**src/rtl/bicubic_phase_gen.sv**
```systemverilog
// Bicubic phase generator: walks a destination raster and emits, per sample,
// the clamped 4-tap source column window, fraction powers and source row.
//
// Ports:
//   clk, rst             clock, synchronous active-high reset
//   start                one-cycle frame request (accepted only when idle)
//   src_w/src_h          source frame size in pixels
//   dst_w/dst_h          destination frame size in pixels
//   step_x/step_y        12.8 fixed-point source step per dst pixel / line
//   out_ready            downstream accepts the current sample
//   out_valid            sample fields below are valid
//   idx0..idx3           clamped source columns i-1, i, i+1, i+2
//   u, u_sq, u_cu        horizontal fraction and its exact square / cube
//   src_y, v             clamped source row and vertical fraction
//   line_last            sample closes its destination line
//   frame_done           pulse after the final sample is accepted
//   busy                 frame in progress (through frame_done)
module bicubic_phase_gen (
  input  logic        clk,
  input  logic        rst,
  input  logic        start,
  input  logic [11:0] src_w,
  input  logic [11:0] src_h,
  input  logic [11:0] dst_w,
  input  logic [11:0] dst_h,
  input  logic [19:0] step_x,
  input  logic [19:0] step_y,
  input  logic        out_ready,
  output logic        out_valid,
  output logic [11:0] idx0,
  output logic [11:0] idx1,
  output logic [11:0] idx2,
  output logic [11:0] idx3,
  output logic [7:0]  u,
  output logic [15:0] u_sq,
  output logic [23:0] u_cu,
  output logic [11:0] src_y,
  output logic [7:0]  v,
  output logic        line_last,
  output logic        frame_done,
  output logic        busy
);

  typedef enum logic [1:0] {
    S_IDLE,
    S_RUN,
    S_DONE
  } state_t;

  state_t state_q, state_d;

  // latched frame configuration
  logic [11:0] sw_q, sh_q, dw_q, dh_q;
  logic [19:0] sx_q, sy_q;

  // issue (accumulate) state
  logic [19:0] pos_x_q, pos_x_d;
  logic [19:0] pos_y_q, pos_y_d;
  logic [11:0] x_cnt_q, x_cnt_d;
  logic [11:0] y_cnt_q, y_cnt_d;
  logic        issued_q, issued_d;

  // stage 1: accumulator snapshot
  logic        v1_q;
  logic [19:0] px1_q, py1_q;
  logic        ll1_q, fl1_q;

  // stage 2: clamped indices and square
  logic        v2_q;
  logic [11:0] i0_2q, i1_2q, i2_2q, i3_2q;
  logic [7:0]  u2_q;
  logic [15:0] usq2_q;
  logic [11:0] sy2_q;
  logic [7:0]  vv2_q;
  logic        ll2_q, fl2_q;

  // stage 3: cube, output register
  logic        v3_q;
  logic [11:0] i0_3q, i1_3q, i2_3q, i3_3q;
  logic [7:0]  u3_q;
  logic [15:0] usq3_q;
  logic [23:0] ucu3_q;
  logic [11:0] sy3_q;
  logic [7:0]  vv3_q;
  logic        ll3_q, fl3_q;

  logic adv, issue, take, x_end, y_end, accept_last;

  // whole pipeline moves together; a stall freezes every stage
  assign adv   = !v3_q || out_ready;
  assign take  = (state_q == S_IDLE) && start;
  assign issue = (state_q == S_RUN) && !issued_q && adv;
  assign x_end = x_cnt_q == (dw_q - 12'd1);
  assign y_end = y_cnt_q == (dh_q - 12'd1);
  assign accept_last = v3_q && out_ready && fl3_q;

  always_comb begin
    state_d = state_q;
    unique case (state_q)
      S_IDLE: begin
        if (start) begin
          if (dst_w == 12'd0 || dst_h == 12'd0) state_d = S_DONE;
          else state_d = S_RUN;
        end
      end
      S_RUN:   if (accept_last) state_d = S_DONE;
      S_DONE:  state_d = S_IDLE;
      default: state_d = S_IDLE;
    endcase
  end

  always_ff @(posedge clk) begin
    if (rst) state_q <= S_IDLE;
    else     state_q <= state_d;
  end

  always_comb begin
    pos_x_d  = pos_x_q;
    pos_y_d  = pos_y_q;
    x_cnt_d  = x_cnt_q;
    y_cnt_d  = y_cnt_q;
    issued_d = issued_q;
    if (take) begin
      pos_x_d  = '0;
      pos_y_d  = '0;
      x_cnt_d  = '0;
      y_cnt_d  = '0;
      issued_d = 1'b0;
    end else if (issue) begin
      if (x_end) begin
        x_cnt_d = '0;
        pos_x_d = '0;
        pos_y_d = pos_y_q + sy_q;
        y_cnt_d = y_cnt_q + 12'd1;
        if (y_end) issued_d = 1'b1;
      end else begin
        x_cnt_d = x_cnt_q + 12'd1;
        pos_x_d = pos_x_q + sx_q;
      end
    end
  end

  always_ff @(posedge clk) begin
    if (rst) begin
      sw_q     <= '0;
      sh_q     <= '0;
      dw_q     <= '0;
      dh_q     <= '0;
      sx_q     <= '0;
      sy_q     <= '0;
      pos_x_q  <= '0;
      pos_y_q  <= '0;
      x_cnt_q  <= '0;
      y_cnt_q  <= '0;
      issued_q <= 1'b0;
    end else begin
      if (take) begin
        sw_q <= src_w;
        sh_q <= src_h;
        dw_q <= dst_w;
        dh_q <= dst_h;
        sx_q <= step_x;
        sy_q <= step_y;
      end
      pos_x_q  <= pos_x_d;
      pos_y_q  <= pos_y_d;
      x_cnt_q  <= x_cnt_d;
      y_cnt_q  <= y_cnt_d;
      issued_q <= issued_d;
    end
  end

  // stage 2 combinational clamp; +1/+2 done in 13 bits so i near 4095
  // cannot wrap back below the limit
  logic [11:0] ci, cim1, wmax, hmax, cyi;
  logic [12:0] cip1, cip2;
  logic [11:0] c_i0, c_i1, c_i2, c_i3, c_sy;
  logic [7:0]  c_u;
  logic [15:0] c_usq;

  always_comb begin
    ci    = px1_q[19:8];
    cyi   = py1_q[19:8];
    wmax  = sw_q - 12'd1;
    hmax  = sh_q - 12'd1;
    cim1  = (ci == 12'd0) ? 12'd0 : ci - 12'd1;
    cip1  = {1'b0, ci} + 13'd1;
    cip2  = {1'b0, ci} + 13'd2;
    c_i0  = (cim1 > wmax) ? wmax : cim1;
    c_i1  = (ci > wmax) ? wmax : ci;
    c_i2  = (cip1 > {1'b0, wmax}) ? wmax : cip1[11:0];
    c_i3  = (cip2 > {1'b0, wmax}) ? wmax : cip2[11:0];
    c_sy  = (cyi > hmax) ? hmax : cyi;
    c_u   = px1_q[7:0];
    c_usq = 16'(c_u) * 16'(c_u);
  end

  // data registers load only with a valid sample so idle outputs stay 0
  always_ff @(posedge clk) begin
    if (rst) begin
      v1_q   <= 1'b0;
      px1_q  <= '0;
      py1_q  <= '0;
      ll1_q  <= 1'b0;
      fl1_q  <= 1'b0;
      v2_q   <= 1'b0;
      i0_2q  <= '0;
      i1_2q  <= '0;
      i2_2q  <= '0;
      i3_2q  <= '0;
      u2_q   <= '0;
      usq2_q <= '0;
      sy2_q  <= '0;
      vv2_q  <= '0;
      ll2_q  <= 1'b0;
      fl2_q  <= 1'b0;
      v3_q   <= 1'b0;
      i0_3q  <= '0;
      i1_3q  <= '0;
      i2_3q  <= '0;
      i3_3q  <= '0;
      u3_q   <= '0;
      usq3_q <= '0;
      ucu3_q <= '0;
      sy3_q  <= '0;
      vv3_q  <= '0;
      ll3_q  <= 1'b0;
      fl3_q  <= 1'b0;
    end else if (adv) begin
      v1_q <= issue;
      if (issue) begin
        px1_q <= pos_x_q;
        py1_q <= pos_y_q;
        ll1_q <= x_end;
        fl1_q <= x_end && y_end;
      end
      v2_q <= v1_q;
      if (v1_q) begin
        i0_2q  <= c_i0;
        i1_2q  <= c_i1;
        i2_2q  <= c_i2;
        i3_2q  <= c_i3;
        u2_q   <= c_u;
        usq2_q <= c_usq;
        sy2_q  <= c_sy;
        vv2_q  <= py1_q[7:0];
        ll2_q  <= ll1_q;
        fl2_q  <= fl1_q;
      end
      v3_q <= v2_q;
      if (v2_q) begin
        i0_3q  <= i0_2q;
        i1_3q  <= i1_2q;
        i2_3q  <= i2_2q;
        i3_3q  <= i3_2q;
        u3_q   <= u2_q;
        usq3_q <= usq2_q;
        ucu3_q <= 24'(usq2_q) * 24'(u2_q);
        sy3_q  <= sy2_q;
        vv3_q  <= vv2_q;
        ll3_q  <= ll2_q;
        fl3_q  <= fl2_q;
      end
    end
  end

  assign out_valid  = v3_q;
  assign idx0       = i0_3q;
  assign idx1       = i1_3q;
  assign idx2       = i2_3q;
  assign idx3       = i3_3q;
  assign u          = u3_q;
  assign u_sq       = usq3_q;
  assign u_cu       = ucu3_q;
  assign src_y      = sy3_q;
  assign v          = vv3_q;
  assign line_last  = v3_q & ll3_q;
  assign frame_done = state_q == S_DONE;
  assign busy       = state_q != S_IDLE;

endmodule

```
**config.mk**
```make
export PLATFORM = sky130hd
export DESIGN_NAME = bicubic_phase_gen
export DESIGN_NICKNAME = d
export VERILOG_FILES = /design/src/rtl/bicubic_phase_gen.sv
export SDC_FILE = /design/constraint.sdc
export NUM_CORES = 1
export LEC_CHECK = 0
export BUFFER_PORTS_ARGS = -buffer_cell sky130_fd_sc_hd__buf_2
export CAP_MARGIN = 40
export CORE_MARGIN = 10
export CORE_UTILIZATION = 30
export CTS_CLUSTER_SIZE = 8
export DETAILED_ROUTE_END_ITERATION = 7
export GPL_TIMING_DRIVEN = 0
export HOLD_SLACK_MARGIN = 0.06
export PLACE_DENSITY_LB_ADDON = 0.12
export SKIP_LAST_GASP = 1
export SYNTH_ARGS = -nofsm -noshare
export SYNTH_HDL_FRONTEND = slang
export SYNTH_SLANG_ARGS = --single-unit
```
**constraint.sdc**
```tcl
create_clock -name clk -period 9.39 [get_ports clk]
set_input_delay 2.817 -clock clk [delete_from_list [all_inputs] [get_ports clk]]
set_output_delay 2.817 -clock clk [all_outputs]
set_load 0.02 [all_outputs]
```
==> results of run 1 <==
-- stage by stage --
stage	cell area [um2]	worst slack, ps	power, uW	util (%)
finish	29500	3520	4280	35.2
global route	29500	3170	4470	35.2
CTS	29500	3520	4340	35.2
detailed placement	27900	3540	2410	33.4
global placement	27800	2890	2400	33.2
floorplan	25300	4570	2180	-
-- sequential cells by signal, summed over array words and instances, names as in the netlist, 14 cells and up --
register / count
sy_q: 20
usq2_q: 14
u_sq: 14
sx_q: 20
u_cu: 23
px1_q: 20
py1_q: 20
pos_x_q: 20
pos_y_q: 20
-- cell type report --
| type | instances | area (um2) | share of cell area, % |
|---|---|---|---|
| multi-input combinational | 2415 | 15800 | 53.5 |
| sequential | 407 | 8150 | 27.6 |
| clock buffer | 69 | 1510 | 5.13 |
| tap | 1134 | 1420 | 4.81 |
| timing repair buffer | 219 | 1170 | 3.97 |
| inverter | 190 | 713 | 2.42 |
| buffer | 184 | 706 | 2.39 |
| clock inverter | 2 | 46.3 | 0.157 |
| antenna | 1 | 2.50 | 0.00849 |
-- where the power goes --
group          total [uW]  switching, uW  internal, uW
Clock                1910            781          1130
Combinational         563            387           176
Sequential           1810           38.6          1770
-- cells by family after synthesis --
| group | share of synthesized area, % |
|---|---|
| flip-flops | 32.2 |
| buffers and inverters | 5.60 |
| AND/OR/NAND/NOR | 23.1 |
| multiplexers | 0.959 |
| AO/OA/AOI/OAI | 16.0 |
| adder cells (fa/ha/maj) | 17.5 |
| other | 0.0297 |
| XOR/XNOR | 4.60 |
-- worst paths after layout --
path | from | end | slack, ps | cells after the start
worst min-delay path | vv2_q[7]$_SDFFE_PP0P_ | v[7]$_SDFFE_PP0P_ | 450 | 2
worst max-delay path | u2_q[7]$_SDFFE_PP0P_ | u_cu[22]$_SDFFE_PP0P_ | 3520 | 16
worst max register to register | u2_q[7]$_SDFFE_PP0P_ | u_cu[22]$_SDFFE_PP0P_ | 3520 | 16
worst min register to register | vv2_q[7]$_SDFFE_PP0P_ | v[7]$_SDFFE_PP0P_ | 450 | 2
-- tightest hold or removal path, delay by kind of cell, from the launching register on --
| kind | cells | cell delay (ps) |
|---|---|---|
| DFF | 1 | 310 |
| and+or+nand+nor | 1 | 50 |
| AOI/OAI and AO/OA | 1 | 50 |
-- cell usage in the layout, fill, tap and decap left out, drive strengths merged, types with 10 or more instances in the layout --
cell,count
o21ai,60
nand3b,13
xor2,48
fa,107
and3,26
a21o,45
xnor2,85
a31oi,13
inv,189
nand2,719
mux2i,22
dfxtp,407
nand3,78
clkbuf,234
nor3,44
or4,14
nand2b,14
a211o,10
a211oi,15
nand4,47
or3,18
a21oi,408
o21a,23
buf,238
nor2b,15
and2,127
nor2,115
ha,183
nor4,21
o211ai,40
-- per-layer routing --
layer / wire (um) / global-route usage, %
met3: 3910 / 2.80
met2: 41000 / 29.7
met4: 2090 / 4.48
met5: 13 / 0
met1: 42200 / 24.1
==> flow_metrics.py, run 1 <==
metrics = {
    "status": {
        "outcome": "complete, no violations",
    },
    "hold_path": {
        "hp-class": "reg2reg",
    },
    "logic_synthesis": {
        "syn-cell-area_mm2": 0.0253,
        "synth_seq_cells": 407,
        "synth_top_cell_area_share_pct": 32.2,
        "synth-main-ff-cell": "dfxtp_1",
        "yosysSeqAreaShare_pct": 32.2,
        "synth-edff-count": 0,
        "synth_most_common_cell": "nand2_1",
        "syn_inst": 3193,
        "synth_common_cells": "nand2_1, a21oi_1, dfxtp_1",
        "synth_cell_types": 74,
        "synth_area_leader_cell": "dfxtp_1",
        "synth.area.top_cells": "dfxtp_1, nand2_1, ha_1",
        "syn_area_per_cell_um2": 7.93,
        "async_flop_share_pct": 0,
        "yosysWarningCount": 0,
    },
    "clock_tree": {
        "clkLatencyLatePin_ps": 630,
        "numCtsBuffers": 58,
        "clock_path_buffers": 3,
        "htree_levels": 2,
        "path_clk_slew_ps": 60,
        "cts_resized": 0,
        "cts_root_buf": "clkbuf_16",
        "hold_buffers": 0,
        "cts_tree": "done",
        "cts_sinks": 407,
        "post_cts_buffers": 0,
    },
    "worst_setup_path": {
        "cp-end-kind": "register",
        "slowest_delay_ps": 600,
        "setup.worst_path.start_class": "register",
        "crit_arrival_ps": 6410,
        "critPathTopFamily": "adder cells",
        "required_ps": 9930,
        "cp_common_cell": "fa_1",
        "worstPathMaxFanout": 10,
        "critPathKind": "reg2reg",
        "slowest_stage": "dfxtp_1",
        "worst-path-buf-inv": 2,
        "path_cells": "clkbuf_1, nand2_1, fa_1, fa_1, fa_1, fa_1, inv_1, ha_1, o21a_1, o21ai_0, o31ai_1, nor3_1, o31ai_1, a311oi_1, or4_1, nand3_1",
    },
    "die": {
        "initial_utilization_pct": 30.3,
        "die-width_um": 311,
        "core-area_mm2": 0.0837,
        "dieArea_mm2": 0.0964,
        "ios": 212,
        "fp.dieH_um": 311,
        "rows": 106,
    },
    "placed_design": {
        "hpwlAfterDp_mm": 71.5,
        "post-place-cells": 4549,
        "io_buffer_count": 209,
        "gp_congestion": 0.852,
    },
    "power_and_ir_drop": {
        "powerDensity_mw_per_mm2": 145,
        "vdd_ir_drop_max_mv": 0.128,
        "power.leakage_uw": 0.0124,
    },
    "layout": {
        "drive_above_1_share_pct": 8.89,
        "areaGrowthSynthToFinish_pct": 16.4,
        "fin_cells": 4621,
        "fin_nets": 3857,
        "n_fill_cell": 9034,
    },
    "timing": {
        "finalMaxSlewViolations": 0,
        "finalCritPeriodShare_pct": 62.5,
        "setup_tns_ps": 0,
        "finalSetupViolCount": 0,
        "skew_ps": 35.7,
        "fin_crit_ps": 5870,
        "hold_viol_final": 0,
        "tightest_slew_ps": 918,
        "worst_hold_slack_ps": 448,
        "rsz0062_at_grt": "no",
        "fmax_ghz": 0.170,
        "slew_headroom_pct": 38.8,
    },
    "grt": {
        "grt_pass1_wl_mm": 138,
        "antenna_found_initial": 3,
        "first_global_vias": 22800,
        "overflow": 0,
        "grt_usage_pct": 17.9,
        "grt_max_degree": 15,
    },
    "drt": {
        "drtIter0Drc": 1301,
        "wl_per_cell_um": 19.3,
        "via_per_inst": 4.88,
        "drt-total-wl_mm": 89.2,
        "first_pass_iters": 6,
        "num_vias": 22500,
        "route.detailed.drc": 0,
        "ant_nets": 0,
    },
    "flow_run": {
        "cap_violations": 0,
    },
}
Note: power is estimated with default switching activity, not from simulation.
==> inputs of run 2 (changes only) <==
- clock period: 9.39 -> 5.2 ns (I/O delays scaled with it)
==> run 2 against run 1 <==
Effect of this change:
- cell area up 0.52%
- global-route usage about the same
- routed wire length up 0.10%
- clock skew up 5.0 ps
- largest power group unchanged
- largest cell class unchanged
- critical endpoint unchanged
- first-iteration DRC count down 1.5%
- highest routed layer is now met4
==> flow_metrics.py, run 2 (synthesized netlist as in run 1, its figures left out) <==
metrics = {
    "placed_design": {
        "hpwlAfterDp_mm": 71.5,
        "place_area_mm2": 0.0279,
        "pre_cts_slack_ps": -648,
        "io_buffer_count": 209,
        "gp_congestion": 0.852,
    },
    "die": {
        "dieArea_mm2": 0.0964,
        "ios": 212,
        "initial_utilization_pct": 30.3,
        "fp.dieH_um": 311,
        "die-width_um": 311,
        "rows": 106,
        "core-area_mm2": 0.0837,
    },
    "layout": {
        "n_antenna_cell": 0,
        "final_cell_mix": "nand2_1, a21oi_1, dfxtp_1",
        "fin_nets": 3852,
        "design_area_mm2": 0.0296,
        "areaGrowthSynthToFinish_pct": 17.0,
        "final_common_cell": "nand2_1",
        "largest_register_ffs": 23,
        "drive_above_1_share_pct": 10.1,
        "n_fill_cell": 9023,
    },
    "timing": {
        "hold_viol_final": 0,
        "tightest_slew_ps": 933,
        "skew_ps": 40.7,
        "finalSetupViolCount": 0,
        "fmax_ghz": 0.201,
        "fin_crit_ps": 4970,
        "fin_ws_ps": 227,
        "slew_headroom_pct": 37.8,
        "rsz0062_at_grt": "no",
        "finalMaxSlewViolations": 0,
        "finalCritPeriodShare_pct": 95.6,
    },
    "drt": {
        "drt-total-wl_mm": 89.3,
        "ant_nets": 0,
        "via_per_inst": 4.89,
        "wl_per_cell_um": 19.3,
        "route.detailed.drc": 0,
        "first_pass_iters": 6,
        "num_vias": 22500,
        "drtIter0Drc": 1282,
    },
    "hold_path": {
        "hold_depth": 2,
        "hp-class": "reg2reg",
    },
    "grt": {
        "first_global_vias": 22800,
        "overflow": 0,
        "grt_pass1_wl_mm": 138,
        "antenna_found_initial": 2,
        "grt_usage_pct": 18.0,
        "grt_max_degree": 15,
    },
    "worst_setup_path": {
        "r2r_setup_slack_ps": 230,
        "r2r_cells": 16,
        "crit_arrival_ps": 5520,
        "required_ps": 5750,
        "worstPathMaxFanout": 10,
        "critPathKind": "reg2reg",
        "cp-end-kind": "register",
        "setup.worst_path.start_class": "register",
    },
    "clock_tree": {
        "clock_path_buffers": 3,
        "clkLatencyLatePin_ps": 630,
        "cts_sinks": 407,
        "hold_buffers": 0,
        "numCtsBuffers": 58,
        "path_clk_slew_ps": 60,
        "htree_levels": 2,
        "cts_tree": "done",
        "cts_root_buf": "clkbuf_16",
    },
    "power_and_ir_drop": {
        "vdd_ir_drop_max_mv": 0.235,
        "powerDensity_mw_per_mm2": 261,
        "power.leakage_uw": 0.0125,
    },
    "flow_run": {
        "cap_violations": 0,
    },
    "status": {
        "outcome": "complete, no violations",
    },
}
## run 2: changes by cell type in the layout (fill, tap and decap cells not counted), sizes merged
cell    change
buf         +7
clkbuf     -12
diode       -1
## run 2: path summary, 6_finish.rpt
| path | startpoint | to |
|---|---|---|
| min reg2reg | vv2_q[7]$_SDFFE_PP0P_ | v[7]$_SDFFE_PP0P_ |
| max reg2reg | u2_q[7]$_SDFFE_PP0P_ | u_cu[22]$_SDFFE_PP0P_ |
| max | u2_q[7]$_SDFFE_PP0P_ | u_cu[22]$_SDFFE_PP0P_ |
| min | vv2_q[7]$_SDFFE_PP0P_ | v[7]$_SDFFE_PP0P_ |
## run 2: area by class of cell
type | instances | area [um2] | area share (%)
buffer | 176 | 734 | 2.48
clock buffer | 69 | 1510 | 5.10
clock inverter | 2 | 46.3 | 0.156
inverter | 190 | 713 | 2.41
multi-input combinational | 2415 | 15800 | 53.5
sequential | 407 | 8170 | 27.6
tap | 1134 | 1420 | 4.79
timing repair buffer | 222 | 1190 | 4.02
## run 2: through the flow
step | total power [uW] | instances | hold slack [ps] | setup TNS [ps] | util [%]
final | 7740 | 4615 | 447 | 0 | 35.4
after global routing | 8060 | 4615 | 465 | 0 | 35.4
after CTS | 7840 | 4616 | 450 | -35.3 | 35.3
after detailed placement | 4350 | 4549 | 444 | -4040 | 33.4
after global placement | 4340 | 4539 | 440 | -4700 | 33.2
after floorplan | 3940 | 3196 | 429 | 0 | -
## run 2: where the power goes
group | switching, uW | internal, uW | total, uW
clock network | 1420 | 2040 | 3460
logic | 699 | 319 | 1020
registers | 70.1 | 3190 | 3260
## run 2: critical path, stage by stage (launching register included)
cell and delay [ps]:
dfxtp_4 380, clkbuf_8 190, nand2_1 90, fa_1 520, fa_1 520, fa_1 530, fa_1 550, inv_1 40
ha_1 320, o21a_1 190, o21ai_0 160, o31ai_2 330, nor3_2 100, o31ai_2 290, a311oi_2 190, or4_1 420
nand3_1 70
## run 2: metal layers
| metal | part of all wire [%] | track usage (%) | up-vias | routed length [um] |
|---|---|---|---|---|
| met5 | 0 | 0 | - | 0 |
| met4 | 2.3 | 4.44 | 0 | 2040 |
| met3 | 4.4 | 2.71 | 109 | 3950 |
| met2 | 46 | 29.8 | 450 | 41200 |
| met1 | 47 | 24.1 | 10700 | 42100 |
| li1 | - | - | 11300 | - |
## run 2: repair_timing
action	4_1_cts	5_1_grt
gates resized for setup	28	38
buffers inserted	0	3
pin swaps	0	5
endpoints found under the setup margin	12	20
==> inputs of run 3 (changes only) <==
- CORE_UTILIZATION: 30 -> 60
- clock period: 5.2 -> 6.4 ns (I/O delays scaled with it)
==> run 3 against run 2 <==
Effect of this change:
- via count up 5.0%
- global-route usage up 13 points
- worst hold slack about the same
- first-iteration DRC count up 46%
- largest cell class unchanged
- cell area down 3.4%
- largest power group unchanged
- sequential cell count unchanged
- routed wire length down 11%
==> flow_metrics.py, run 3 (synthesized netlist as in run 1, its figures left out) <==
metrics = {
    "die": {
        "die-width_um": 225,
        "core-area_mm2": 0.0419,
        "dieArea_mm2": 0.0508,
        "initial_utilization_pct": 60.5,
        "rows": 75,
        "ios": 212,
        "fp.dieH_um": 225,
    },
    "grt": {
        "overflow": 0,
        "grt_max_degree": 16,
        "antenna_found_initial": 1,
        "grt_pass1_wl_mm": 125,
        "grt_usage_pct": 30.9,
        "first_global_vias": 23300,
    },
    "worst_setup_path": {
        "r2r_setup_slack_ps": 710,
        "crit_arrival_ps": 6240,
        "worstPathMaxFanout": 10,
        "r2r-start": "u2_q[6]$_SDFFE_PP0P_",
        "startpoint": "u2_q[6]$_SDFFE_PP0P_",
        "r2r_cells": 16,
        "cp-end-kind": "register",
        "rr_endpoint": "u_cu[22]$_SDFFE_PP0P_",
        "critPathKind": "reg2reg",
        "required_ps": 6950,
        "setup.worst_path.start_class": "register",
    },
    "drt": {
        "ant_nets": 0,
        "num_vias": 23700,
        "drt-total-wl_mm": 79.6,
        "drtIter0Drc": 1870,
        "route.detailed.drc": 0,
        "wl_per_cell_um": 19.8,
        "via_per_inst": 5.90,
        "first_pass_iters": 6,
    },
    "layout": {
        "fin_nets": 3851,
        "fin_cells": 4013,
        "seqCellArea_mm2": 0.00815,
        "final_cell_mix": "nand2_1, a21oi_1, dfxtp_1",
        "n_fill_cell": 3524,
        "drive_above_1_share_pct": 8.75,
        "final_common_cell": "nand2_1",
        "multi_input_area_mm2": 0.0158,
        "areaGrowthSynthToFinish_pct": 13.1,
        "largest_register_ffs": 23,
    },
    "hold_path": {
        "hold_depth": 2,
        "worstHoldStart": "i3_2q[0]$_SDFFE_PP0P_",
        "hp-class": "reg2reg",
        "hold_end": "idx3[0]$_SDFFE_PP0P_",
    },
    "timing": {
        "slew_headroom_pct": 33.9,
        "hold_viol_final": 0,
        "skew_ps": 28.1,
        "finalCritPeriodShare_pct": 88.9,
        "setup_tns_ps": 0,
        "rsz0062_at_grt": "no",
        "fin_crit_ps": 5690,
        "fmax_ghz": 0.176,
        "finalSetupViolCount": 0,
        "finalMaxSlewViolations": 0,
        "tightest_slew_ps": 991,
    },
    "placed_design": {
        "gp_congestion": 0.977,
        "hpwlAfterDp_mm": 62.3,
        "post-place-cells": 3949,
        "io_buffer_count": 209,
    },
    "power_and_ir_drop": {
        "powerDensity_mw_per_mm2": 215,
        "comb_power_share_pct": 13.2,
        "intPower_uw": 4450,
        "switching_share_pct": 27.8,
        "p_clk_share_pct": 43.9,
        "power.leakage_uw": 0.0124,
        "vdd_ir_drop_max_mv": 0.230,
        "power_frac_seq_pct": 42.9,
        "p_sw_uw": 1720,
    },
    "clock_tree": {
        "path_clk_slew_ps": 50,
        "cts_tree": "done",
        "post_cts_buffers": 0,
        "cts_resized": 0,
        "clock_path_buffers": 3,
        "cts_root_buf": "clkbuf_16",
        "htree_levels": 2,
        "cts_sinks": 407,
        "clkLatencyLatePin_ps": 610,
        "numCtsBuffers": 57,
        "hold_buffers": 0,
    },
    "status": {
        "outcome": "complete, no violations",
    },
    "flow_run": {
        "cap_violations": 0,
    },
}
## run 3: cell count changes in the layout (fill, tap and decap cells not counted), sizes merged
| cell | previous run | this run |
|---|---|---|
| buf | 245 | 233 |
| clkbuf | 222 | 224 |
| clkinv | 2 | 4 |
| diode | 0 | 1 |
## run 3: through the flow
stage	utilization [%]	worst slack, ps	total power [uW]	instance area, um2	hold WS [ps]
after floorplan	-	1580	3200	25300	429
after global placement	64.6	872	3460	27100	440
after detailed placement	64.8	871	3490	27100	443
after CTS	68.4	817	6160	28600	444
after global routing	68.4	401	6360	28600	472
final	68.4	712	6160	28600	448
## run 3: how the worst max path moves through the flow
stage               depth (start not counted)  slack, ps               endpoint
floorplan                                  16       1580  u_cu[22]$_SDFFE_PP0P_
global placement                           16        870  u_cu[22]$_SDFFE_PP0P_
detailed placement                         16        870  u_cu[22]$_SDFFE_PP0P_
CTS                                        16        820  u_cu[22]$_SDFFE_PP0P_
global route                               18        400  u_cu[22]$_SDFFE_PP0P_
finish                                     16        710  u_cu[22]$_SDFFE_PP0P_
## run 3: worst max-delay path: stages, from the launching register on
cell	delay (ps)
dfxtp_1	520
clkbuf_1	520
nand2_1	170
fa_1	520
fa_1	530
fa_1	520
fa_1	540
inv_1	40
ha_1	300
o21a_1	160
o21ai_0	140
o31ai_1	420
nor3_1	150
o31ai_1	420
a311oi_1	170
or4_1	410
nand3_1	80
## run 3: final cells by class
cell class / instances / share of cell area, %
clock buffers: 59 / 5.01
well taps: 539 / 2.35
clock inverters: 4 / 0.284
diodes: 1 / 0.00874
plain buffers: 184 / 2.46
multi-input cells: 2415 / 55.0
repair buffers: 214 / 3.90
inverters: 190 / 2.49
flip-flops and latches: 407 / 28.4
## run 3: layer usage
layer	wire length (um)	vias to the layer above	track usage, %
li1	-	11300	-
met1	33100	11300	38.7
met2	37500	907	51.8
met3	5990	181	5.39
met4	3000	0	12.6
met5	0	-	0
## run 3: power by group through the flow
stage          logic, uW  clock network (uW)  registers, uW
2_1_floorplan        522                   0           2680
3_3_place_gp         764                   0           2690
3_5_place_dp         790                   0           2700
4_1_cts              796                2710           2650
5_1_grt              889                2820           2650
6_report             812                2710           2650
